`src/rtl/corelet_pkg.sv`:
```
// Shared definitions for the corelet sequencer: instruction bus bit map,
// controller state encoding and small elaboration-time helpers.
package corelet_pkg;

  localparam int INST_LOAD     = 0;
  localparam int INST_EXEC     = 1;
  localparam int INST_L0_WR    = 2;
  localparam int INST_L0_RD    = 3;
  localparam int INST_IFIFO_RD = 4;
  localparam int INST_IFIFO_WR = 5;
  localparam int INST_OFIFO_RD = 6;
  localparam int INST_ACC      = 33;
  localparam int INST_W        = 34;

  typedef enum logic [3:0] {
    IDLE,
    W_L0,
    W_LOAD,
    W_DRAIN,
    A_L0,
    A_EXEC,
    A_DRAIN,
    O_READ,
    DONE
  } ctrl_state_t;

  function automatic int max_int(input int a, input int b);
    return (a > b) ? a : b;
  endfunction

  // Tile phases run in a fixed order; IDLE leaves only through the start check.
  function automatic ctrl_state_t next_state(input ctrl_state_t s);
    case (s)
      W_L0:    return W_LOAD;
      W_LOAD:  return W_DRAIN;
      W_DRAIN: return A_L0;
      A_L0:    return A_EXEC;
      A_EXEC:  return A_DRAIN;
      A_DRAIN: return O_READ;
      O_READ:  return DONE;
      default: return IDLE;
    endcase
  endfunction

endpackage

```
`src/rtl/corelet_ctrl.sv`:
```
// Tile sequencer for the corelet: fetches kernel and activations from xmem into L0,
// issues load/execute, waits out the array drain and moves output rows into pmem.
module corelet_ctrl
  import corelet_pkg::*;
#(
  parameter int row    = 8,
  parameter int col    = 8,
  parameter int addr_w = 11,
  parameter int len_w  = 8
) (
  input  logic              clk,
  input  logic              reset,
  input  logic              start,
  input  logic [len_w-1:0]  len,
  input  logic [addr_w-1:0] w_base,
  input  logic [addr_w-1:0] x_base,
  input  logic [addr_w-1:0] p_base,
  input  logic              ofifo_valid,
  output logic [INST_W-1:0] inst,
  output logic              xmem_cen,
  output logic [addr_w-1:0] xmem_addr,
  output logic              pmem_wen,
  output logic [addr_w-1:0] pmem_addr,
  output logic              busy,
  output logic              done
);

  localparam int CNT_W = max_int(len_w, $clog2(row + col)) + 1;
  localparam logic [CNT_W-1:0] ROW_C    = CNT_W'(row);
  localparam logic [CNT_W-1:0] ROW_M1   = CNT_W'(row - 1);
  localparam logic [CNT_W-1:0] DRAIN_M1 = CNT_W'(row + col - 1);
  localparam logic [CNT_W-1:0] ONE      = CNT_W'(1);

  ctrl_state_t       state;
  logic [CNT_W-1:0]  cnt;
  logic [len_w-1:0]  len_q;
  logic [addr_w-1:0] w_q;
  logic [addr_w-1:0] x_q;
  logic [addr_w-1:0] p_q;

  logic [CNT_W-1:0]  len_c;
  logic [CNT_W-1:0]  len_m1;
  logic              last;
  logic              step;

  assign len_c  = CNT_W'(len_q);
  assign len_m1 = len_c - ONE;

  // last: this cycle is the final one of the current phase.
  // step: the phase counter advances this cycle (O_READ only moves on a read).
  always_comb begin
    last = 1'b0;
    step = 1'b1;
    case (state)
      W_L0:             last = (cnt == ROW_C);
      W_LOAD:           last = (cnt == ROW_M1);
      W_DRAIN, A_DRAIN: last = (cnt == DRAIN_M1);
      A_L0:             last = (cnt == len_c);
      A_EXEC:           last = (cnt == len_m1);
      O_READ: begin
        step = ofifo_valid;
        last = ofifo_valid && (cnt == len_m1);
      end
      DONE:             last = 1'b1;
      default:          step = 1'b0;
    endcase
  end

  always_ff @(posedge clk or posedge reset) begin
    if (reset) begin
      state <= IDLE;
      cnt   <= '0;
      len_q <= '0;
      w_q   <= '0;
      x_q   <= '0;
      p_q   <= '0;
    end else if (state == IDLE) begin
      if (start && (len != '0)) begin
        len_q <= len;
        w_q   <= w_base;
        x_q   <= x_base;
        p_q   <= p_base;
        state <= W_L0;
        cnt   <= '0;
      end
    end else if (last) begin
      state <= next_state(state);
      cnt   <= '0;
    end else if (step) begin
      cnt <= cnt + ONE;
    end
  end

  // xmem data returns one cycle after the address, so l0_wr trails by one count.
  always_comb begin
    inst      = '0;
    xmem_cen  = 1'b1;
    xmem_addr = '0;
    pmem_wen  = 1'b1;
    pmem_addr = '0;
    busy      = (state != IDLE);
    done      = (state == DONE);
    case (state)
      W_L0: begin
        if (cnt < ROW_C) begin
          xmem_cen  = 1'b0;
          xmem_addr = w_q + addr_w'(cnt);
        end
        inst[INST_L0_WR] = (cnt != '0);
      end
      W_LOAD: begin
        inst[INST_LOAD]  = 1'b1;
        inst[INST_L0_RD] = 1'b1;
      end
      A_L0: begin
        if (cnt < len_c) begin
          xmem_cen  = 1'b0;
          xmem_addr = x_q + addr_w'(cnt);
        end
        inst[INST_L0_WR] = (cnt != '0);
      end
      A_EXEC: begin
        inst[INST_EXEC]  = 1'b1;
        inst[INST_L0_RD] = 1'b1;
      end
      O_READ: begin
        inst[INST_OFIFO_RD] = ofifo_valid;
        pmem_wen            = ~ofifo_valid;
        pmem_addr           = p_q + addr_w'(cnt);
      end
      default: ;
    endcase
  end

endmodule

```
`config.mk`:
```
export PLATFORM = sky130hd
export DESIGN_NAME = corelet_ctrl
export DESIGN_NICKNAME = d
export VERILOG_FILES = /design/src/rtl/corelet_pkg.sv /design/src/rtl/corelet_ctrl.sv
export SDC_FILE = /design/constraint.sdc
export NUM_CORES = 1
export LEC_CHECK = 0
export ABC_CLOCK_PERIOD_IN_PS = 3000
export BUFFER_PORTS_ARGS = -buffer_cell sky130_fd_sc_hd__buf_4
export CAP_MARGIN = 20
export CORE_ASPECT_RATIO = 0.9
export CORE_MARGIN = 3
export CORE_UTILIZATION = 55
export DETAILED_ROUTE_END_ITERATION = 8
export PLACE_DENSITY = 0.89
export SLEW_MARGIN = 20
export SYNTH_ARGS = -nofsm -noshare
export SYNTH_HDL_FRONTEND = slang
export SYNTH_SLANG_ARGS = --single-unit
```
`constraint.sdc`:
```
create_clock -name clk -period 3 [get_ports clk]
set_input_delay 0.45 -clock clk [delete_from_list [all_inputs] [get_ports clk]]
set_output_delay 0.45 -clock clk [all_outputs]
set_load 0.03 [all_outputs]
```
==> run_results.csv <==
group,metric,value,unit
clock_network,clk_pin_slew,110,ps
sta,slew_headroom,54.3,%
detailed_routing,drtPass1Iterations,7,
yosys,syn_area_per_cell,9.14,µm²
detailed_routing,viasPerCell,6.58,
yosys,ys_seq_area_share,30.2,%
flow_run,cap_violations,0,
cells_and_area,fin_util,72.5,%
yosys,synth_top_area_share,30.2,%
detailed_routing,drc,0,
cells_and_area,regArea,1360,µm²
clock_network,cts.sinks,54,
place,dpl_cell_area,5050,µm²
sta,drv_slew,0,
yosys,synth_top_cells_by_area,"dfrtp_1 (30%), ha_1 (11%), mux2_2 (6.6%)",
cells_and_area,syn_to_final_growth,25.4,%
detailed_routing,wirelength,14.3,mm
clock_network,hold_buffers,0,
grt,grt_pass1_wl,19.7,mm
yosys,netlist_area,4470,µm²
yosys,syn_inst,489,
pwr,seq_power_share,50.5,%
run_status,status,"complete, but fails checks",
clock_network,cts-root-buf,"clkbuf_8",
grt,grt_usage,26.7,%
floorplanning,start_util,57.8,%
pwr,p_int,1110,µW
sta,setup_tns,-3240,ps
sta,hold_viol,0,
pwr,power,1570,µW
cells_and_area,drive_above_1_share,32.1,%
grt,grt_pass1_vias,4100,
cells_and_area,final_nets,665,
place,finalWeightedCongestion,0.953,
yosys,synth_warnings,0,
detailed_routing,num_vias,4445,
run_status,violations,"negative setup slack",
floorplanning,die_w,101,µm
cells_and_area,fin_area,5610,µm²
yosys,async_flop_share,100,%
yosys,synth-edff-count,0,
floorplanning,core.rowCount,30,
pwr,power_density,280,nW/µm²
sta,rsz0062_at_grt,"true",
pwr,p_clk_share,33.2,%
floorplanning,core,7730,µm²
detailed_routing,wire_per_inst,21.2,µm
sta,finalWorstSetupSlack,-423,ps
detailed_routing,drt_iter0_drc,518,
setup_path,crit_path_end_kind,"output pin",
cells_and_area,n_antenna_cell,0,
clock_network,worstSkewPairLatency,320,ps
yosys,synth_ff_type,"dfrtp_1",
yosys,ys_ff_latch,54,
pwr,power.switching,459,µW
pwr,switching_share,29.3,%
grt,gr-total-overflow,0,
yosys,yosys.area.top_type,"dfrtp_1",
cells_and_area,fill_cells,483,
grt,use_met1,34.2,%
grt,grt_antenna_before_repair,0,
sta,finalCriticalPeriod,3420,ps
pwr,ir_worst_vdd,179,µV
place,hpwl,8.70,mm
pwr,pwr-share-comb,16.3,%
yosys,yosysUniqueCellTypes,58,
detailed_routing,ant_nets,0,
sta,finClkSkew,10.7,ps
place,pre_cts_slack,62.6,ps
setup_path,worstPathRequired,2550,ps
grt,busiest_layer,"met2",
cells_and_area,multi_input_area,3100,µm²
pwr,p_leak,0.00258,µW
worst_hold_path,hp-class,"input port to asynchronous set/reset pin",
sta,maxClockFrequency,0.292,GHz
clock_network,cts_tree,"yes",
floorplanning,fp.dieH,91.5,µm
place,port-buffer-count,75,
setup_path,worstPathArrival,2970,ps
setup_path,path_max_fanout,7,
clock_network,cts_buffers,5,
grt,grt_max_degree,59,
floorplanning,io_pins,105,
setup_path,worst_setup_path_start_kind,"register",
floorplanning,fp.dieArea,9250,µm²
grt,grtUsageMet2,44.5,%
clock_network,cts_buffer_depth,2,
clock_network,htree_num_levels,2,
sta,post-route-period-util,114,%
sta,setup_violations,11,
grt,use_met3,4.99,%
sta,worst_pin_slew,677,ps
setup_path,crit_type,"register to output pin",
-- worst max-delay path, cell delays in order (launching register included) --
cell      delay, ps
dfrtp_1         490
ha_1            390
a211oi_2        380
a211oi_2        180
or4_4           630
buf_8           180
o22ai_1         190
buf_4           200
-- flip-flops by register name, indices dropped and copies added (netlist names) --
| register | cells |
|---|---|
| w_q | 11 |
| state | 4 |
| p_q | 11 |
| cnt | 9 |
| len_q | 8 |
| x_q | 11 |
-- cell families after synthesis --
logic type | count (synthesis) | synth area share, %
AO/OA/AOI/OAI | 120 | 18.4
other | 1 | 0.0839
adder cells (fa/ha/maj) | 41 | 12.0
multiplexers | 34 | 8.51
buffers and inverters | 70 | 8.99
XOR/XNOR | 34 | 6.66
AND/OR/NAND/NOR | 135 | 15.2
flip-flops | 54 | 30.2
-- synth_stat cells (all sizes together) (4+ instances only) --
library cell   n
dfrtp         54
buf           38
ha            38
nor2          34
mux2          32
nand2         26
o21ai         25
inv           23
a21oi         22
nor3          20
xnor2         17
xor2          17
nand3         14
a211oi        12
clkbuf         9
a21o           8
o211ai         8
and3           7
nor2b          6
o22ai          6
a31oi          5
nor4           5
or3            5
nand3b         4
o21a           4
o21bai         4
-- final cells by class --
cell class                      count  area share [%]
Clock buffer                        5            1.23
Sequential cell                    54            24.2
Clock inverter                      3           0.781
Inverter                           23            1.58
Timing Repair Buffer              102            14.8
Tap cell                           96            2.14
Multi-Input combinational cell    393            55.3
-- worst paths after layout --
check	end	slack, ps	start	cells past startpoint
setup / recovery	xmem_addr[10]	-420	cnt[3]$_DFFE_PP0P_	7
hold / removal	w_q[8]$_DFFE_PP0P_	100	reset	2
setup reg to reg	cnt[2]$_DFFE_PP0P_	250	cnt[0]$_DFFE_PP0P_	11
hold reg to reg	x_q[6]$_DFFE_PP0P_	500	x_q[6]$_DFFE_PP0P_	1
max in group asynchronous	cnt[1]$_DFFE_PP0P_	2030	reset	3
min in group clk	len_q[3]$_DFFE_PP0P_	330	len[3]	3
-- routing by layer --
metal  wire [µm]  up-vias
met4         957        0
li1            -     1914
met3        1590      113
met1        5190     2047
met2        6590      371
met5           0        -
-- placed cells by master (no fill, tap or decap), types with 3 or more instances in the layout --
| master | n |
|---|---|
| dfrtp_1 | 50 |
| nor2b_1 | 6 |
| inv_1 | 20 |
| a211oi_2 | 4 |
| a221oi_1 | 3 |
| o22ai_2 | 3 |
| and3_1 | 7 |
| nand2_1 | 26 |
| fa_2 | 3 |
| nor2_1 | 33 |
| o31ai_1 | 3 |
| nand3_1 | 13 |
| mux2_1 | 6 |
| clkbuf_8 | 5 |
| mux2_2 | 26 |
| o21ai_0 | 21 |
| a21oi_2 | 5 |
| a21oi_1 | 17 |
| dfrtp_2 | 4 |
| or3_1 | 5 |
| a21o_1 | 8 |
| xor2_1 | 16 |
| and2_1 | 3 |
| ha_4 | 4 |
| o211ai_1 | 8 |
| nor3_1 | 19 |
| buf_6 | 11 |
| a22o_1 | 3 |
| nor4_1 | 3 |
| xnor2_1 | 17 |
| ha_1 | 33 |
| buf_4 | 89 |
| o21bai_1 | 3 |
| conb_1 | 29 |
| a31oi_1 | 4 |
| o21a_1 | 4 |
| a211oi_1 | 6 |
| nand3b_1 | 4 |
-- what timing repair did --
item | 4_1_cts | 5_1_grt
gates resized for setup | 31 | 41
endpoints found under the setup margin | 15 | 17
buffers inserted | 6 | 9
pin swaps | 10 | 13
-- power groups by stage --
stage	registers [µW]	logic, µW	clock network (µW)
floorplan	791	188	0
global placement	800	222	0
detailed placement	803	232	0
CTS	789	238	518
global route	796	277	551
finish	793	256	520
-- through the flow --
step / cells / hold WS [ps]
floorplan: 517 / 462
global placement: 653 / 445
detailed placement: 653 / 469
CTS: 667 / 122
global route: 676 / 135
finish: 676 / 104
Note: power is estimated with default switching activity, not from simulation.
